$ cat src/rtl/uart_tx_feeder_pkg.sv
// Shared UART definitions: byte width, default bit period and the feeder FSM
// state encodings. Used by the feeder top, its FIFO and its bus interface.
package uart_pkg;

  localparam int UART_DATA_W = 8;
  localparam int UART_BIT_CLK_DEFAULT = 87;

  typedef logic [UART_DATA_W-1:0] uart_byte_t;

  // Plain 3-bit constants so older blocks that compare raw state codes still work
  localparam logic [2:0] IDLE  = 3'd0;
  localparam logic [2:0] LOAD  = 3'd1;
  localparam logic [2:0] SEND  = 3'd2;
  localparam logic [2:0] DRAIN = 3'd3;
  localparam logic [2:0] GAP   = 3'd4;

  // Width of a down-counter that must hold the value 'cycles'; never below 1 bit
  function automatic int gap_cnt_width(input int cycles);
    return (cycles > 0) ? $clog2(cycles + 1) : 1;
  endfunction

endpackage

$ cat src/rtl/uart_tx_feeder_if.sv
// Bus bundle between the host/transmitter side and the transmit feeder.
// tx_overflow exists only when UART_TX_FEEDER_OVF_EN is defined.
interface uart_tx_feeder_if #(
  parameter int DEPTH = 16
);
  import uart_pkg::*;

  localparam int CNT_W = $clog2(DEPTH) + 1;

  uart_byte_t       host_wdata;
  logic             host_wr;
  logic             host_full;
  logic [CNT_W-1:0] host_count;
  logic             cts;
  logic             tx_ready;
  logic             tx_load;
  uart_byte_t       txdata;
`ifdef UART_TX_FEEDER_OVF_EN
  logic             tx_overflow;
`endif

  modport master (
    output host_wdata, host_wr, cts, tx_ready,
    input  host_full, host_count, tx_load, txdata
`ifdef UART_TX_FEEDER_OVF_EN
    , input tx_overflow
`endif
  );

  modport slave (
    input  host_wdata, host_wr, cts, tx_ready,
    output host_full, host_count, tx_load, txdata
`ifdef UART_TX_FEEDER_OVF_EN
    , output tx_overflow
`endif
  );

endinterface

$ cat src/rtl/uart_tx_feeder_fifo.sv
// uart_sync_fifo: DEPTH x WIDTH synchronous FIFO with wrap-bit pointers.
// Writes while full and reads while empty are ignored.
module uart_sync_fifo
  import uart_pkg::*;
#(
  parameter int DEPTH = 16,
  parameter int WIDTH = UART_DATA_W
) (
  input  logic             clk,
  input  logic             reset,
  input  logic             wr_en,
  input  logic [WIDTH-1:0] wr_data,
  input  logic             rd_en,
  output logic [WIDTH-1:0] rd_data,
  output logic             full,
  output logic             empty,
  output logic [$clog2(DEPTH):0] count
);

  localparam int AW = $clog2(DEPTH);

  logic [WIDTH-1:0] mem [DEPTH];
  logic [AW:0]      wptr;
  logic [AW:0]      rptr;
  logic             wr_ok;
  logic             rd_ok;

  assign full    = (wptr[AW] != rptr[AW]) && (wptr[AW-1:0] == rptr[AW-1:0]);
  assign empty   = (wptr == rptr);
  assign count   = wptr - rptr;
  assign wr_ok   = wr_en && !full;
  assign rd_ok   = rd_en && !empty;
  assign rd_data = mem[rptr[AW-1:0]];

  // Storage array; contents are don't-care until written, so no reset
  always_ff @(posedge clk) begin
    if (wr_ok) mem[wptr[AW-1:0]] <= wr_data;
  end

  // Pointer update; reset empties the FIFO by aligning both pointers
  always_ff @(posedge clk or negedge reset) begin
    if (!reset) begin
      wptr <= '0;
      rptr <= '0;
    end else begin
      if (wr_ok) wptr <= wptr + 1'b1;
      if (rd_ok) rptr <= rptr + 1'b1;
    end
  end

endmodule

$ cat src/rtl/uart_tx_feeder.sv
// uart_tx_feeder: host byte FIFO feeding a UART transmitter one byte at a time,
// honouring cts and inserting GAP_BITS idle bit-times after each byte.
// Optional feature macro: UART_TX_FEEDER_OVF_EN adds the sticky tx_overflow flag.
module uart_tx_feeder
  import uart_pkg::*;
#(
  parameter int DEPTH    = 16,
  parameter int BIT_CLK  = UART_BIT_CLK_DEFAULT,
  parameter int GAP_BITS = 1
) (
  input logic             clk,
  input logic             reset,
  uart_tx_feeder_if.slave bus
);

  localparam int CNT_W   = $clog2(DEPTH) + 1;
  localparam int GAP_CYC = GAP_BITS * BIT_CLK;
  localparam int GAP_W   = gap_cnt_width(GAP_CYC);
  localparam logic [GAP_W-1:0] GAP_LOAD = GAP_W'(GAP_CYC);
  localparam logic [GAP_W-1:0] GAP_ONE  = GAP_W'(1);

  logic [2:0]       state;
  logic [2:0]       state_nx;
  logic [GAP_W-1:0] gap_cnt;
  logic             fifo_full;
  logic             fifo_empty;
  logic [CNT_W-1:0] fifo_count;
  uart_byte_t       fifo_head;
  logic             pop;
  logic             start_load;
  logic             tx_load_q;
  uart_byte_t       txdata_q;

  assign pop        = (state == LOAD);
  assign start_load = (state == IDLE) && (state_nx == LOAD);

  uart_sync_fifo #(
    .DEPTH (DEPTH),
    .WIDTH (UART_DATA_W)
  ) u_fifo (
    .clk     (clk),
    .reset   (reset),
    .wr_en   (bus.host_wr),
    .wr_data (bus.host_wdata),
    .rd_en   (pop),
    .rd_data (fifo_head),
    .full    (fifo_full),
    .empty   (fifo_empty),
    .count   (fifo_count)
  );

  assign bus.host_full  = fifo_full;
  assign bus.host_count = fifo_count;
  assign bus.tx_load    = tx_load_q;
  assign bus.txdata     = txdata_q;

  // Next-state logic; cts only gates the start of a byte, never one in flight
  always_comb begin
    state_nx = state;
    case (state)
      IDLE:    if (!fifo_empty && bus.cts && bus.tx_ready) state_nx = LOAD;
      LOAD:    state_nx = SEND;
      SEND:    if (!bus.tx_ready) state_nx = DRAIN;
      DRAIN:   if (bus.tx_ready) state_nx = (GAP_CYC == 0) ? IDLE : GAP;
      GAP:     if (gap_cnt <= GAP_ONE) state_nx = IDLE;
      default: state_nx = IDLE;
    endcase
  end

  // State, registered load strobe/data and the idle-gap down-counter
  always_ff @(posedge clk or negedge reset) begin
    if (!reset) begin
      state     <= IDLE;
      tx_load_q <= 1'b0;
      txdata_q  <= '0;
      gap_cnt   <= '0;
    end else begin
      state     <= state_nx;
      tx_load_q <= start_load;
      if (start_load) txdata_q <= fifo_head;
      if (state == DRAIN && state_nx == GAP) gap_cnt <= GAP_LOAD;
      else if (state == GAP && gap_cnt != '0) gap_cnt <= gap_cnt - 1'b1;
    end
  end

`ifdef UART_TX_FEEDER_OVF_EN
  logic ovf_q;

  // Sticky flag for any write dropped because the FIFO was full
  always_ff @(posedge clk or negedge reset) begin
    if (!reset) ovf_q <= 1'b0;
    else if (bus.host_wr && fifo_full) ovf_q <= 1'b1;
  end

  assign bus.tx_overflow = ovf_q;
`endif

endmodule

$ cat src/flat_wrapper.sv
// flat-port wrapper written by rule: the top's interface ports become plain ports
module uart_tx_feeder_flat import uart_pkg::*;
#(
  parameter int DEPTH    = 16,
  parameter int BIT_CLK  = UART_BIT_CLK_DEFAULT,
  parameter int GAP_BITS = 1
)
  (clk, reset, bus_host_wdata, bus_host_wr, bus_cts, bus_tx_ready, bus_host_full, bus_host_count, bus_tx_load, bus_txdata);
  uart_tx_feeder_if #(.DEPTH(DEPTH)) bus_i ();
  input logic clk;
  input logic reset;
  input wire logic [$bits(bus_i.host_wdata)-1:0] bus_host_wdata;
  input wire logic [$bits(bus_i.host_wr)-1:0] bus_host_wr;
  input wire logic [$bits(bus_i.cts)-1:0] bus_cts;
  input wire logic [$bits(bus_i.tx_ready)-1:0] bus_tx_ready;
  output wire logic [$bits(bus_i.host_full)-1:0] bus_host_full;
  output wire logic [$bits(bus_i.host_count)-1:0] bus_host_count;
  output wire logic [$bits(bus_i.tx_load)-1:0] bus_tx_load;
  output wire logic [$bits(bus_i.txdata)-1:0] bus_txdata;
  assign bus_i.host_wdata = bus_host_wdata;
  assign bus_i.host_wr = bus_host_wr;
  assign bus_i.cts = bus_cts;
  assign bus_i.tx_ready = bus_tx_ready;
  assign bus_host_full = bus_i.host_full;
  assign bus_host_count = bus_i.host_count;
  assign bus_tx_load = bus_i.tx_load;
  assign bus_txdata = bus_i.txdata;
  uart_tx_feeder #(.DEPTH(DEPTH), .BIT_CLK(BIT_CLK), .GAP_BITS(GAP_BITS)) u_core (.clk(clk), .reset(reset), .bus(bus_i));
endmodule
$ cat config.mk
export PLATFORM = sky130hd
export DESIGN_NAME = uart_tx_feeder_flat
export DESIGN_NICKNAME = d
export VERILOG_FILES = /design/src/rtl/uart_tx_feeder_pkg.sv /design/src/rtl/uart_tx_feeder_if.sv /design/src/rtl/uart_tx_feeder_fifo.sv /design/src/rtl/uart_tx_feeder.sv /design/src/flat_wrapper.sv
export SDC_FILE = /design/constraint.sdc
export NUM_CORES = 1
export LEC_CHECK = 0
export ABC_AREA = 1
export CAP_MARGIN = 25
export CORE_MARGIN = 2
export CORE_UTILIZATION = 30
export DETAILED_ROUTE_END_ITERATION = 12
export SYNTH_ARGS = -nofsm -noshare
export SYNTH_HDL_FRONTEND = slang
export SYNTH_SLANG_ARGS = --single-unit
$ cat constraint.sdc
create_clock -name clk -period 2.7 [get_ports clk]
set_input_delay 0.27 -clock clk [delete_from_list [all_inputs] [get_ports clk]]
set_output_delay 0.27 -clock clk [all_outputs]
set_load 0.02 [all_outputs]
==> impl_metrics.json <==
{
  "clk-insertion-delay-late_ns": 0.42,
  "whs_ns": 0.2400,
  "grt_max_degree": 47,
  "synth_nets": 767,
  "cts_tree": "done",
  "die_h_um": 159.3,
  "required_ns": 2.43,
  "final_cells": 1121,
  "ys_warn_count": 0,
  "syn_area_per_cell_sq_um": 9.758,
  "leakagePower_nw": 3.684,
  "via_per_inst": 4.282,
  "maxCapViolCount": 0,
  "skew_ns": 0.006961,
  "overflow": 0,
  "finalSetupTns_ns": 0,
  "initial_core_util_pct": 30.71,
  "cts_setup_buffers": 0,
  "status": "finished clean",
  "hold_violations": 0,
  "place.gp.congestion": 0.7932,
  "grt_pass1_wl_um": 24750,
  "dp_hpwl_um": 9733,
  "ff_latch_area_sq_um": 4571,
  "rsz0062_at_grt": "false",
  "synth_seq_area_share_pct": 63.19,
  "antenna_found_initial": 0,
  "die_w_um": 159.3,
  "slowest_stage": "clkdlybuf4s50_1",
  "first_pass_iters": 4,
  "cts_sinks": 157,
  "hold_buffers": 0,
  "clkTransAtPathRegs_ns": 0.06,
  "num-fill-cells": 2410,
  "crit_path_end_kind": "primary output",
  "relSlewSlack_pct": 47.52,
  "hold_path.class": "in -> async",
  "ys_ff_latch": 157,
  "ir_worst_vdd_mv": 0.4702,
  "drc": 0,
  "clockBufferDepth": 2,
  "final_nets": 816,
  "root_buffer": "clkbuf_16",
  "synth_area_sq_um": 7231,
  "max_clock_freq_ghz": 0.3913,
  "io-pin-count": 28,
  "syn_inst": 741,
  "r2r_cells": 10,
  "worst_r2r_endpoint": "u_core.u_fifo.mem[10][3]",
  "grt_pass1_vias": 4661,
  "period_share_pct": 94.66,
  "layout-drive-gt1-share_pct": 9.476,
  "die_area_sq_um": 25360,
  "area_growth_pct": 17.20,
  "cts_buffers": 17,
  "io_buffers": 27,
  "multi_input_area_sq_um": 1983,
  "path_max_fanout": 5,
  "cp_cell_sequence": "ha_1, nand2_1, o21ai_0, xor2_1, clkdlybuf4s50_1",
  "crit_arrival_ns": 2.29,
  "routedWlPerCell_um": 13.71,
  "drt-initial-drc-count": 295,
  "powerDensity_nw_per_um2": 1060,
  "antennaDiodeCount": 0,
  "core_sq_um": 23540,
  "ys_types": 30,
  "reg2reg_slack_ns": 0.52,
  "htreeDepth": 4,
  "vias": 4800,
  "r2r_start": "u_core.u_fifo.rptr[3]",
  "slew_viol_final": 0,
  "crit_type": "reg -> out",
  "grtUsageTotal_pct": 12.61,
  "antenna_left": 0,
  "critPathLaunchType": "flop",
  "min_period_ns": 2.556,
  "routed_wl_um": 15370,
  "std_cell_rows": 56,
  "tightestPinTransition_ns": 0.7848,
  "critical-path-max-stage-delay_ns": 0.62,
  "finalSetupViolCount": 0,
  "dp.cells": 1090
}
[cells in the final DEF, fill, tap and decap left out]
master	instances
nor2_1	80
nand3_2	1
fa_1	1
clkdlybuf4s50_1	25
inv_1	124
bufinv_16	1
clkinvlp_4	2
nand3_1	72
buf_4	26
dlymetal6s2s_1	1
clkbuf_16	17
nand2_1	208
clkinv_1	3
inv_4	2
ha_1	12
edfxtp_1	128
xor2_1	13
xnor2_1	1
o21ai_0	10
dfrtp_1	28
nor2_4	1
o211ai_1	1
nand4_1	2
nor3b_1	1
o21ai_1	2
nor2_2	5
clkinv_4	2
inv_2	3
inv_6	7
nor3_1	1
dlygate4sd2_1	1
clkinv_2	1
dfrtp_2	1
a21oi_1	12
nand2_2	7
[logic make-up (layout without fill, tap and decap cells)]
kind of cell / after synthesis / in the layout / share of synthesized area, %
compound gates: 25 / 25 / 1.765
flops: 157 / 157 / 63.19
buf+inv: 154 / 215 / 9.379
simple gates: 378 / 378 / 21.61
fa+ha+maj: 13 / 13 / 2.353
xor+xnor: 14 / 14 / 1.696
[metrics by stage]
step	area, sq um	setup WS [ns]	util [%]	total power [mW]
finish	8474	0.1443	36.00	8.982
global route	8474	0.01469	36.00	9.606
CTS	8472	0.09898	35.99	9.071
detailed placement	7915	0.2960	33.62	6.808
global placement	7915	0.3255	33.62	6.780
floorplan	7231	0.4288	-	5.685
[registers in the layout, indices dropped and copies added, names as in the netlist]
name	count
u_core.bus.txdata	8
u_core.state	3
u_core.u_fifo.rptr	5
u_core.u_fifo.wptr	5
u_core.gap_cnt	7
u_core.u_fifo.mem	128
u_core.bus.tx_load	1
[area by class of cell]
class	instances	area share (%)
clock buffer	17	5.020
clock inverter	14	1.565
inverter	131	5.862
multi-input combinational	430	23.40
sequential	157	53.93
tap	319	4.710
timing repair buffer	53	5.507
[metal layers]
layer	GRT usage (%)	vias to the layer above	wire, um
met5	0	-	0
met2	20.81	85	7386
met1	16.61	2273	7239
li1	-	2431	-
met4	3.388	0	164
met3	3.074	11	584
[worst max path at each step]
stage                                     start                        to  slack [ns]  cells after the start
after floorplan           u_core.u_fifo.rptr[1]  u_core.u_fifo.mem[12][0]        0.43                     11
after global placement    u_core.u_fifo.wptr[0]         bus_host_count[4]        0.33                      6
after detailed placement  u_core.u_fifo.wptr[0]         bus_host_count[4]        0.30                      6
after CTS                 u_core.u_fifo.wptr[0]         bus_host_count[2]         0.1                      5
after global routing      u_core.u_fifo.rptr[3]             bus_host_full        0.01                      7
final                     u_core.u_fifo.wptr[2]         bus_host_count[3]        0.14                      5
[Yosys cell counts]
master	n	area share, %
nand2_1	208	11
edfxtp_1	128	53
inv_1	124	6.4
nor2_1	80	4.2
nand3_1	72	5.0
dfrtp_1	29	10
xor2_1	13	1.6
a21oi_1	12	0.83
ha_1	12	2.1
o21ai_0	11	0.76
buf_2	7	0.48
buf_6	7	1.1
nand2_2	7	0.61
buf_4	6	0.62
nor2_2	5	0.43
inv_2	3	0.16
clkinv_1	2	0.10
inv_4	2	0.17
nand4_1	2	0.17
buf_1	1	0.052
buf_8	1	0.21
clkbuf_1	1	0.052
fa_1	1	0.28
nand3_2	1	0.14
nor2_4	1	0.16
nor3_1	1	0.069
nor3b_1	1	0.10
o211ai_1	1	0.10
o21ai_1	1	0.069
xnor2_1	1	0.12
[critical path, delay by kind of cell, from the launching register on]
kind                     cells  cell delay, ns
XOR/XNOR                     1            0.16
AND/OR/NAND/NOR              1            0.07
flip-flops                   1            0.44
buffers and inverters        1            0.62
AO/OA/AOI/OAI                1            0.19
adder cells (fa/ha/maj)      1            0.40
[report_power, final]
part	leakage, nW	total (mW)	switching (mW)	internal, mW
clock	0.269	2.27	0.987	1.28
sequential	1.50	3.21	0.195	3.02
combinational	1.92	3.50	2.29	1.21
total	3.68	8.98	3.47	5.51
[timing repair]
action / in CTS / in global routing
hold endpoints to repair: 0 / 0
gates resized for setup: 1 / 2
pin swaps: 0 / 0
setup endpoints to repair: 1 / 2
Note: power is estimated with default switching activity, not from simulation.
